### src/rtl/axi_wbeat_gen_pkg.sv
// Shared types for the AXI write-beat generator: burst length type and FSM states.
package axi_pkg;

  localparam int AXI_LW = 8;

  typedef logic [AXI_LW-1:0] axi_len_t;

  typedef enum logic [1:0] {
    IDLE = 2'd0,
    WAIT = 2'd1,
    XFER = 2'd2
  } wgen_state_e;

endpackage

### src/rtl/axi_wbeat_gen_reg_slice2.sv
// Two-entry registered skid buffer; in_ready depends only on registered occupancy.
module reg_slice2 #(
  parameter int W = 33
) (
  input  logic         clk,
  input  logic         reset,
  input  logic         in_valid,
  output logic         in_ready,
  input  logic [W-1:0] in_data,
  output logic         out_valid,
  input  logic         out_ready,
  output logic [W-1:0] out_data,
  output logic [1:0]   count
);

  logic [W-1:0] head_q;
  logic [W-1:0] tail_q;
  logic [1:0]   cnt_q;
  logic         push;
  logic         pop;

  assign in_ready  = (cnt_q != 2'd2);
  assign out_valid = (cnt_q != 2'd0);
  assign out_data  = head_q;
  assign count     = cnt_q;
  assign push      = in_valid && in_ready;
  assign pop       = out_valid && out_ready;

  always_ff @(posedge clk or posedge reset) begin
    if (reset) begin
      head_q <= '0;
      tail_q <= '0;
      cnt_q  <= 2'd0;
    end else begin
      case ({push, pop})
        2'b10: begin
          if (cnt_q == 2'd0) head_q <= in_data;
          else               tail_q <= in_data;
          cnt_q <= cnt_q + 2'd1;
        end
        2'b01: begin
          head_q <= tail_q;
          cnt_q  <= cnt_q - 2'd1;
        end
        // Simultaneous push/pop only happens with one entry held (full blocks push).
        2'b11: head_q <= in_data;
        default: ;
      endcase
    end
  end

endmodule

### src/rtl/axi_wbeat_gen.sv
// AXI W-channel beat generator: pops len+1 words from the afifo read side per command
// and drives them as one W burst through a two-entry skid buffer.
module axi_wbeat_gen
  import axi_pkg::*;
#(
  parameter int DW        = 32,
  parameter int AW        = 4,
  parameter int LW        = 8,
  parameter int STORE_FWD = 1
) (
  input  logic            clk,
  input  logic            reset,
  input  logic            cmd_valid,
  output logic            cmd_ready,
  input  logic [LW-1:0]   cmd_len,
  input  logic            fifo_rempty,
  input  logic [AW:0]     fifo_rcnt,
  input  logic [DW-1:0]   fifo_q,
  output logic            fifo_re,
  output logic            wvalid,
  input  logic            wready,
  output logic [DW-1:0]   wdata,
  output logic [DW/8-1:0] wstrb,
  output logic            wlast,
  output logic            busy,
  output wgen_state_e     dbg_state
);

  // Handshakes (cmd, W): a transfer occurs on the clk edge where valid && ready are both
  // high; once valid is raised it is held, with payload stable, until that transfer.

  localparam int CW = ((LW > AW) ? LW : AW) + 1;
  localparam logic [LW:0]   ONE   = {{LW{1'b0}}, 1'b1};
  localparam logic [CW-1:0] DEPTH = {{(CW-1){1'b0}}, 1'b1} << AW;

  wgen_state_e    state_q, state_d;
  logic [LW:0]    pop_left_q;
  logic [CW-1:0]  thr_q;
  logic [LW:0]    len_p1;
  logic [CW-1:0]  len_p1_ext;
  logic [CW-1:0]  rcnt_ext;
  logic           skid_in_ready;
  logic [1:0]     skid_cnt;

  assign len_p1     = {1'b0, cmd_len} + ONE;
  assign len_p1_ext = CW'(len_p1);
  assign rcnt_ext   = CW'(fifo_rcnt);

  always_comb begin
    state_d   = state_q;
    cmd_ready = 1'b0;
    fifo_re   = 1'b0;
    case (state_q)
      IDLE: begin
        cmd_ready = 1'b1;
        if (cmd_valid) state_d = (STORE_FWD != 0) ? WAIT : XFER;
      end
      WAIT: begin
        if (rcnt_ext >= thr_q) state_d = XFER;
      end
      XFER: begin
        // skid_in_ready is registered occupancy, so wready never reaches fifo_re.
        fifo_re = !fifo_rempty && (pop_left_q != '0) && skid_in_ready;
        if (wvalid && wready && wlast) state_d = IDLE;
      end
      default: state_d = IDLE;
    endcase
  end

  always_ff @(posedge clk or posedge reset) begin
    if (reset) begin
      state_q    <= IDLE;
      pop_left_q <= '0;
      thr_q      <= '0;
    end else begin
      state_q <= state_d;
      if (cmd_valid && cmd_ready) begin
        pop_left_q <= len_p1;
        thr_q      <= (len_p1_ext > DEPTH) ? DEPTH : len_p1_ext;
      end else if (fifo_re) begin
        pop_left_q <= pop_left_q - ONE;
      end
    end
  end

  reg_slice2 #(.W(DW + 1)) u_skid (
    .clk       (clk),
    .reset     (reset),
    .in_valid  (fifo_re),
    .in_ready  (skid_in_ready),
    .in_data   ({(pop_left_q == ONE), fifo_q}),
    .out_valid (wvalid),
    .out_ready (wready),
    .out_data  ({wlast, wdata}),
    .count     (skid_cnt)
  );

  assign wstrb     = '1;
  assign busy      = (state_q != IDLE) || (skid_cnt != 2'd0);
  assign dbg_state = state_q;

endmodule

### config.mk
export PLATFORM = sky130hd
export DESIGN_NAME = axi_wbeat_gen
export DESIGN_NICKNAME = d
export VERILOG_FILES = /design/src/rtl/axi_wbeat_gen_pkg.sv /design/src/rtl/axi_wbeat_gen_reg_slice2.sv /design/src/rtl/axi_wbeat_gen.sv
export SDC_FILE = /design/constraint.sdc
export NUM_CORES = 1
export LEC_CHECK = 0
export ABC_AREA = 1
export BUFFER_PORTS_ARGS = -buffer_cell sky130_fd_sc_hd__buf_2
export CAP_MARGIN = 20
export CORE_ASPECT_RATIO = 0.75
export CORE_MARGIN = 10
export CORE_UTILIZATION = 55
export DETAILED_ROUTE_END_ITERATION = 6
export MAX_ROUTING_LAYER = met4
export PLACE_DENSITY = 0.77
export SYNTH_ARGS = -nofsm -noshare
export SYNTH_HDL_FRONTEND = slang
export SYNTH_SLANG_ARGS = --single-unit
### constraint.sdc
create_clock -name clk -period 8.4 [get_ports clk]
set_input_delay 1.26 -clock clk [delete_from_list [all_inputs] [get_ports clk]]
set_output_delay 1.26 -clock clk [all_outputs]
set_load 0.01 [all_outputs]
==> flow_summary_export.csv, run 1 <==
group,metric,value,unit
timing,timing.fmax,310,MHz
routing,via_per_inst,5.08,
critical_path,worst-setup-path-type,"in2out",
floorplan,die-area,12500,um2
final_layout,final_cells,798,
timing,hold_viol_final,0,
final_layout,num_antenna_cells,0,
clock_tree,post_cts_buffers,0,
timing,worst_slack,5.18,ns
synth,avgSynthCellArea,7.51,um2
critical_path,arrival,1.96,ns
timing,period_minus_slack,3.22,ns
timing,worst_pin_slew,1.02,ns
final_layout,design_area,5280,um2
floorplan,coreArea,8020,um2
floorplan,initial_core_util,57.3,%
synth,synth_top_area_share,47.9,%
placement,pre_cts_ws,4.94,ns
synth,synth_edf_count,0,
floorplan,die_h,99.2,um
clock_tree,cts_root_buf,"clkbuf_8",
grt,grt_overflow_total,0,
clock_tree,ctsResizeCount,0,
timing,slew_headroom,32.0,%
critical_path,crit_path_end_kind,"output port",
routing,wl,10700,um
timing,fin_skew,0.00826,ns
synth,ys_top_cells_by_area,"dfrtp_1 48%, nand2_1 18%, o21ai_0 8.4%, inv_1 6.1%, nand3_1 5.7%",
floorplan,rows,28,
synth,yosysWarningCount,0,
clock_tree,cts_tree,"yes",
synth,synth_seq_cells,88,
critical_path,reg2reg_depth,6,
clock_tree,hold_buffers,0,
synth,yosysTopAreaCell,"dfrtp_1",
worst_hold_path,hp-class,"reg2reg",
grt,grt_pass1_wl,18300,um
timing,finalMaxSlewViolations,0,
routing,wl_per_cell,13.4,um
routing,drcViolationCount,0,
critical_path,crit_required,7.14,ns
synth,ys_types,30,
critical_path,cp-start-kind,"input pin",
routing,ant_nets,0,
clock_tree,cts.sinks,88,
placement,portBuffers,88,
final_layout,area_delta_synth_final,14.7,%
synth,ys_seq_area_share,47.9,%
clock_tree,cts_buffer_depth,2,
synth,netlist_instances,613,
timing,finalCritPeriodShare,38.4,%
critical_path,r2r-end,"u_skid.tail_q[20]",
routing,vias,4054,
placement,dpl_cell_area,5030,um2
final_layout,nets,749,
clock_tree,htreeDepth,3,
placement,dp_hpwl,7700,um
flow_run,maxCapViolations,0,
grt,grt_pass1_vias,3959,
clock_tree,clk_pin_slew,0.08,ns
routing,drt-initial-drc-count,401,
grt,grt_max_degree,89,
synth,async_flop_share,100,%
grt,antenna_found_initial,0,
critical_path,cp_max_fo,6,
timing,tns,0,ns
status,status,"complete, no violations",
timing,setup_viol,0,
power_and_ir_drop,finalPower,1.17,mW
synth,synth_commonest_cells,"219 x nand2_1, 88 x dfrtp_1, 77 x o21ai_0",
worst_hold_path,min_to,"thr_q[2]",
final_layout,n_fill_cell,705,
power_and_ir_drop,worst_ir_drop_vdd,0.000147,V
power_and_ir_drop,pwr_density_cell,222,nW/um2
worst_hold_path,holdPathStages,2,
worst_hold_path,worstHoldStart,"thr_q[2]",
floorplan,io_pins,93,
grt,track_usage,17.8,%
placement,placed_cells,780,
synth,synth_area,4600,um2
synth,ys.flop_type,"dfrtp_1",
power_and_ir_drop,leakage,2.94,nW
final_layout,multiInputGateArea,1950,um2
synth,yosysMostFrequentCell,"nand2_1",
critical_path,r2r_start,"u_skid.count[0]",
routing,dr.pass1.iters,4,
placement,gp_congestion,0.827,
final_layout,layout-drive-gt1-share,17.5,%
final_layout,seq_area,2200,um2
floorplan,die_w,126,um
clock_tree,worst_skew_pair.late_latency,0.36,ns
timing,rsz0062_at_grt,"no",
critical_path,regToRegSetupSlack,5.72,ns
clock_tree,cts_buffers,9,
-- kinds of logic (layout without fill, tap and decap cells) --
group	after synthesis	count (layout)	synth area share, %
adder cells (fa/ha/maj)	11	11	2.99
AO/OA/AOI/OAI	87	87	9.65
AND/OR/NAND/NOR	315	315	28.7
other	1	4	0.0815
buffers and inverters	108	185	10.1
flip-flops	88	88	47.9
XOR/XNOR	3	3	0.571
-- layout by cell type (no fill, tap or decap), types with 3 or more instances in the layout --
cell,netlist,final
conb_1,1,4
o21ai_1,5,5
nand3_1,52,52
nand2_1,219,218
nor2_1,28,28
clkbuf_8,0,9
inv_2,3,3
ha_1,11,10
o21ai_0,77,77
nand2_2,2,3
inv_1,75,74
nand3b_1,3,3
buf_2,8,88
dfrtp_1,88,88
-- critical path, cell delays in order --
cell,delay (ns)
buf_2,0.11
a21oi_2,0.11
nand2_2,0.11
nor2_8,0.20
buf_2,0.16
-- worst max path at each step --
stage / startpoint / end / slack [ns]
global placement: wready / u_skid.count[1] / 4.98
global route: fifo_rempty / fifo_re / 5.12
CTS: fifo_rempty / fifo_re / 5.17
detailed placement: wready / u_skid.count[1] / 4.94
floorplan: reset / dbg_state[0] / 4.86
finish: fifo_rempty / fifo_re / 5.18
-- power breakdown --
| group | switching [mW] | total (mW) | internal (mW) |
|---|---|---|---|
| clock | 0.148 | 0.315 | 0.168 |
| combinational | 0.201 | 0.318 | 0.118 |
| sequential | 0.0440 | 0.538 | 0.494 |
| total | 0.392 | 1.17 | 0.780 |
-- routing by layer --
metal	vias to the layer above	track usage [%]	routed length, um
met2	119	27.7	4930
met4	0	4.95	117
li1	2052	-	-
met3	11	4.88	681
met5	-	-	0
met1	1872	22.3	4950
-- cell type report --
cell class | count | share of cell area, %
multi-input combinational | 420 | 37.0
timing repair buffer | 91 | 9.24
inverter | 78 | 5.57
sequential | 88 | 41.7
clock inverter | 5 | 1.54
tap | 105 | 2.49
clock buffer | 11 | 2.49
-- flip-flops by register name, summed over array words and instances, names as in the netlist --
| register | cells |
|---|---|
| thr_q | 9 |
| pop_left_q | 9 |
| u_skid.count | 2 |
| u_skid.out_data | 33 |
| dbg_state | 2 |
| u_skid.tail_q | 33 |
-- metrics by stage --
step                      hold slack, ns  util (%)
after CTS                          0.491      65.3
after global placement             0.466      62.6
after global routing               0.505      65.8
final                              0.491      65.8
after floorplan                    0.449         -
after detailed placement           0.470      62.6
Note: power is estimated with default switching activity, not from simulation.
==> inputs of run 2 (changes only) <==
Settings changed: ABC_AREA 1 to 0, CORE_UTILIZATION 55 to 54, PLACE_DENSITY 0.77 to 0.76.
Clock period 8.4 ns to 3.35 ns, I/O delays scaled along.
==> flow_summary_export.csv, run 2 <==
group,metric,value,unit
synth,ys_types,46,
critical_path,crit_path_end_kind,"flip-flop",
critical_path,arrival,3.02,ns
synth,yosysWarningCount,0,
grt,grt_pass1_wl,14900,um
routing,ant_nets,0,
placement,placed_cells,555,
final_layout,final_cells,572,
timing,finalMaxSlewViolations,0,
synth,ys_seq_area_share,52.3,%
critical_path,worst-setup-path-type,"reg2reg",
synth,netlist_instances,378,
synth,synth_xor_area_share,2.70,%
critical_path,worstSetupStartpoint,"pop_left_q[4]",
timing,finalCritPeriodShare,83.0,%
synth,synth-simple-area-share,12.5,%
final_layout,design_area,4990,um2
grt,antenna_found_initial,0,
synth,ys.flop_type,"dfrtp_1",
timing,slew_headroom,52.0,%
floorplan,io_pins,93,
floorplan,die_h,96.5,um
placement,portBuffers,88,
synth,ys_top_cells_by_area,"dfrtp_1 52%, mux2_2 8.8%, mux2i_1 7.6%, nand2_1 4.7%, o21ai_0 4.5%",
final_layout,nets,528,
grt,grt_max_degree,59,
power_and_ir_drop,pwr_density_cell,798,nW/um2
timing,worst_pin_slew,0.720,ns
placement,dpl_cell_area,4760,um2
final_layout,n_fill_cell,611,
power_and_ir_drop,leakage,2.44,nW
timing,period_minus_slack,2.78,ns
synth,avgSynthCellArea,11.1,um2
timing,rsz0062_at_grt,"no",
synth,synth_top_family_by_area,"multiplexers",
critical_path,cp_max_fo,24,
timing,hold_viol_final,0,
clock_tree,cts_buffers,9,
routing,via_per_inst,5.28,
timing,timing.fmax,360,MHz
clock_tree,cts_tree,"yes",
clock_tree,worst_skew_pair.late_latency,0.37,ns
clock_tree,htreeDepth,3,
synth,synth_commonest_cells,"88 x dfrtp_1, 53 x nand2_1, 38 x o21ai_0",
synth,synth_seq_cells,88,
routing,drt-initial-drc-count,228,
placement,gp_congestion,0.815,
floorplan,initial_core_util,56.4,%
clock_tree,cts.sinks,88,
critical_path,r2r_start,"pop_left_q[4]",
worst_hold_path,hp-class,"in2reg",
timing,fin_skew,0.0109,ns
critical_path,cp-start-kind,"flip-flop",
routing,dr.pass1.iters,5,
synth,synth_edf_count,0,
routing,vias,3018,
synth,synth_top_area_share,52.3,%
floorplan,die-area,11800,um2
floorplan,coreArea,7470,um2
placement,pre_cts_ws,0.592,ns
flow_run,maxCapViolations,0,
synth,synth_area,4210,um2
status,status,"complete, no violations",
floorplan,rows,27,
synth,yosysMostFrequentCell,"dfrtp_1",
synth,yosysTopAreaCell,"dfrtp_1",
floorplan,die_w,122,um
clock_tree,cts_buffer_depth,2,
clock_tree,cts_root_buf,"clkbuf_8",
final_layout,seq_area,2200,um2
clock_tree,ctsResizeCount,0,
final_layout,area_delta_synth_final,18.6,%
timing,whs,0.382,ns
worst_hold_path,worstHoldStart,"fifo_q[17]",
placement,dp_hpwl,6820,um
grt,track_usage,16.3,%
final_layout,fin_util,66.9,%
final_layout,num_antenna_cells,0,
final_layout,multiInputGateArea,1880,um2
power_and_ir_drop,worst_ir_drop_vdd,0.000374,V
timing,tns,0,ns
synth,async_flop_share,100,%
final_layout,mostFrequentLayoutCells,"88 x dfrtp_1, 88 x buf_2, 53 x nand2_1",
synth,synth_mux_area_share,16.4,%
routing,drcViolationCount,0,
timing,setup_viol,0,
final_layout,layout-drive-gt1-share,33.3,%
routing,wl_per_cell,16.1,um
clock_tree,clk_pin_slew,0.09,ns
synth,synth_adder_area_share,3.27,%
timing,worst_slack,0.571,ns
routing,wl,9240,um
grt,grt_overflow_total,0,
critical_path,crit_required,3.59,ns
grt,grt_pass1_vias,2987,
power_and_ir_drop,finalPower,3.98,mW
synth,synth_compound_area_share,8.95,%
-- run 2: changes by cell type in the layout (fill, tap and decap cells not counted), moves of 4 or more --
cell / change
xor2_1: +5
o21ai_1: -4
nor2_1: -15
mux2i_1: +32
nand3_1: -46
xnor2_1: +5
nand2_1: -165
mux2_2: +33
and2_1: +5
inv_1: -63
o21ai_0: -39
buf_4: +5
o211ai_1: +4
o22ai_1: +4
-- run 2: worst paths after layout --
path	to	slack, ns	depth (start not counted)
min in group asynchronous	u_skid.out_data[6]	0.56	3
max in group asynchronous	u_skid.tail_q[20]	1.94	5
min reg2reg	u_skid.out_data[2]	0.48	2
max	u_skid.out_data[21]	0.57	7
min	u_skid.tail_q[17]	0.38	2
max reg2reg	u_skid.out_data[21]	0.57	7
-- run 2: repair_timing --
item	4_1_cts	5_1_grt
hold buffers	0	1
setup endpoints to repair	0	0
endpoints found under the hold margin	0	1
setup buffers	0	0
-- run 2: logic make-up (layout without fill, tap and decap cells) --
kind of cell,Yosys count,after routing
and+or+nand+nor,102,102
DFF,88,88
muxes,65,65
AOI/OAI and AO/OA,64,64
buffers and inverters,34,124
xor gates and xnor gates,13,13
adders and majority gates,11,11
other,1,4
-- run 2: area by class of cell --
cell class | count | area share (%)
clock buffers | 9 | 2.48
clock inverters | 6 | 1.40
inverters | 12 | 0.927
multi-input cells | 259 | 37.7
flip-flops and latches | 88 | 44.1
well taps | 101 | 2.53
repair buffers | 97 | 10.9
-- run 2: routing by layer --
metal / GRT usage (%) / share of wire, % / wire length [um]
met3: 5.62 / 6.5 / 602
met1: 20.5 / 46 / 4250
met5: - / 0 / 0
met2: 24.4 / 46 / 4270
met4: 4.75 / 1.2 / 114
-- run 2: where the power goes --
part | switching, mW | internal [mW]
Sequential | 0.279 | 1.51
Combinational | 0.785 | 0.678
Clock | 0.390 | 0.345
-- run 2: worst max-delay path, stage by stage, from the launching register on --
cell and delay [ns]:
dfrtp_1 0.47, nor3_1 0.29, nand4_1 0.26, nand2_1 0.30, ha_2 0.72, buf_4 0.30, mux2i_1 0.20, o21ai_0 0.09
==> inputs of run 3 (changes only) <==
Settings changed: ABC_AREA 0 to 1, CORE_UTILIZATION 54 to 50, PLACE_DENSITY 0.76 to 0.74.
Clock period 3.35 ns to 2.4 ns, I/O delays scaled along.
==> flow_summary_export.csv, run 3 (synthesized netlist as in run 1, its figures left out) <==
group,metric,value,unit
clock_tree,post_cts_buffers,0,
routing,via_per_inst,4.97,
critical_path,cp-start-kind,"flip-flop",
critical_path,arrival,2.33,ns
critical_path,worstSetupStartpoint,"pop_left_q[0]",
clock_tree,worst_skew_pair.late_latency,0.34,ns
power_and_ir_drop,leakage,3.01,nW
power_and_ir_drop,pwr_density_cell,801,nW/um2
timing,slew_headroom,53.5,%
timing,hold_viol_final,0,
timing,finalCritPeriodShare,87.6,%
status,status,"complete, no violations",
critical_path,reg2reg_depth,11,
critical_path,crit_required,2.63,ns
final_layout,multiInputGateArea,1950,um2
grt,track_usage,18.1,%
routing,dr.pass1.iters,5,
routing,drcViolationCount,0,
routing,drt-initial-drc-count,243,
clock_tree,cts_tree,"yes",
final_layout,layout-drive-gt1-share,18.1,%
final_layout,layout_commonest_cell,"nand2_1",
clock_tree,clk_pin_slew,0.06,ns
critical_path,path_cells,"inv_1 -> ha_1 -> nand3_1 -> nor2_4 -> nor2_8 -> inv_1 -> ha_2 -> buf_12 -> o21ai_0 -> nand2_1 -> nand2_1",
clock_tree,hold_buffers,0,
clock_tree,cts.sinks,88,
timing,worst_pin_slew,0.697,ns
timing,fin_skew,0.00681,ns
critical_path,crit_path_end_kind,"flip-flop",
floorplan,die-area,13500,um2
timing,finalMaxSlewViolations,0,
timing,worst_slack,0.297,ns
worst_hold_path,hp-class,"in2async",
flow_run,maxCapViolations,0,
final_layout,n_fill_cell,837,
placement,gp_congestion,0.908,
grt,grt_max_degree,67,
timing,period_minus_slack,2.10,ns
final_layout,num_antenna_cells,0,
grt,grt_overflow_total,0,
critical_path,slowest_stage,"dfrtp_1",
grt,grt_pass1_wl,19000,um
routing,ant_nets,0,
clock_tree,cts_root_buf,"clkbuf_16",
final_layout,seq_area,2200,um2
grt,antenna_found_initial,0,
placement,pre_cts_ws,0.338,ns
floorplan,rows,30,
final_layout,mostFrequentLayoutCells,"218 x nand2_1, 88 x dfrtp_1, 88 x buf_2",
critical_path,r2r-end,"u_skid.out_data[9]",
placement,dp_hpwl,8190,um
clock_tree,cts_buffers,9,
timing,rsz0062_at_grt,"no",
clock_tree,htreeDepth,3,
floorplan,initial_core_util,51.1,%
routing,wl_per_cell,13.7,um
floorplan,coreArea,9010,um2
timing,tns,0,ns
critical_path,worst-setup-path-type,"reg2reg",
critical_path,r2r_start,"pop_left_q[0]",
clock_tree,cts_buffer_depth,2,
clock_tree,ctsResizeCount,0,
placement,portBuffers,88,
critical_path,regToRegSetupSlack,0.30,ns
floorplan,io_pins,93,
grt,grt_pass1_vias,4036,
timing,setup_viol,0,
floorplan,die_w,131,um
critical_path,slowest_delay,0.40,ns
floorplan,die_h,103,um
routing,vias,4028,
routing,wl,11100,um
timing,timing.fmax,475,MHz
critical_path,cp_max_fo,40,
final_layout,area_delta_synth_final,17.9,%
final_layout,nets,754,
power_and_ir_drop,worst_ir_drop_vdd,0.000369,V
## run 3: worst max path at each step
stage	slack, ns	endpoint
floorplan	0.29	u_skid.out_data[24]
global placement	0.43	u_skid.out_data[4]
detailed placement	0.34	u_skid.out_data[5]
CTS	0.29	u_skid.out_data[9]
global route	0.07	u_skid.out_data[2]
finish	0.30	u_skid.out_data[9]
## run 3: per-stage QoR
step / util (%) / power (mW) / instances / area [um2] / hold slack (ns)
final: 60.2 / 4.35 / 810 / 5430 / 0.126
after global routing: 60.2 / 4.62 / 810 / 5430 / 0.172
after CTS: 60.2 / 4.41 / 810 / 5430 / 0.135
after detailed placement: 57.1 / 3.06 / 794 / 5140 / 0.466
after global placement: 57.1 / 3.03 / 794 / 5140 / 0.466
after floorplan: - / 2.59 / 616 / 4620 / 0.449
## run 3: cell type report
class / count / share of cell area, %
clock buffers: 14 / 5.05
clock inverters: 2 / 0.231
inverters: 78 / 5.46
multi-input cells: 420 / 35.9
flip-flops and latches: 88 / 40.6
well taps: 112 / 2.58
repair buffers: 96 / 10.1
## run 3: worst max-delay path: cells and delay by family (launching register included)
kind | cells | cell delay (ns)
compound gates | 1 | 0.13
simple gates | 5 | 0.49
flops | 1 | 0.40
fa+ha+maj | 2 | 0.53
buf+inv | 3 | 0.42
## run 3: layer usage
layer / GRT usage, % / vias up / part of all wire (%)
li1: - / 2061 / -
met1: 22.2 / 1867 / 45
met2: 29.3 / 87 / 48
met3: 4.01 / 13 / 5.0
met4: 5.97 / 0 / 1.5
met5: - / - / 0
## run 3: where the power goes
group / internal, mW / total (mW) / switching, mW
logic: 0.426 / 1.13 / 0.704
clock network: 0.785 / 1.33 / 0.541
registers: 1.73 / 1.89 / 0.158
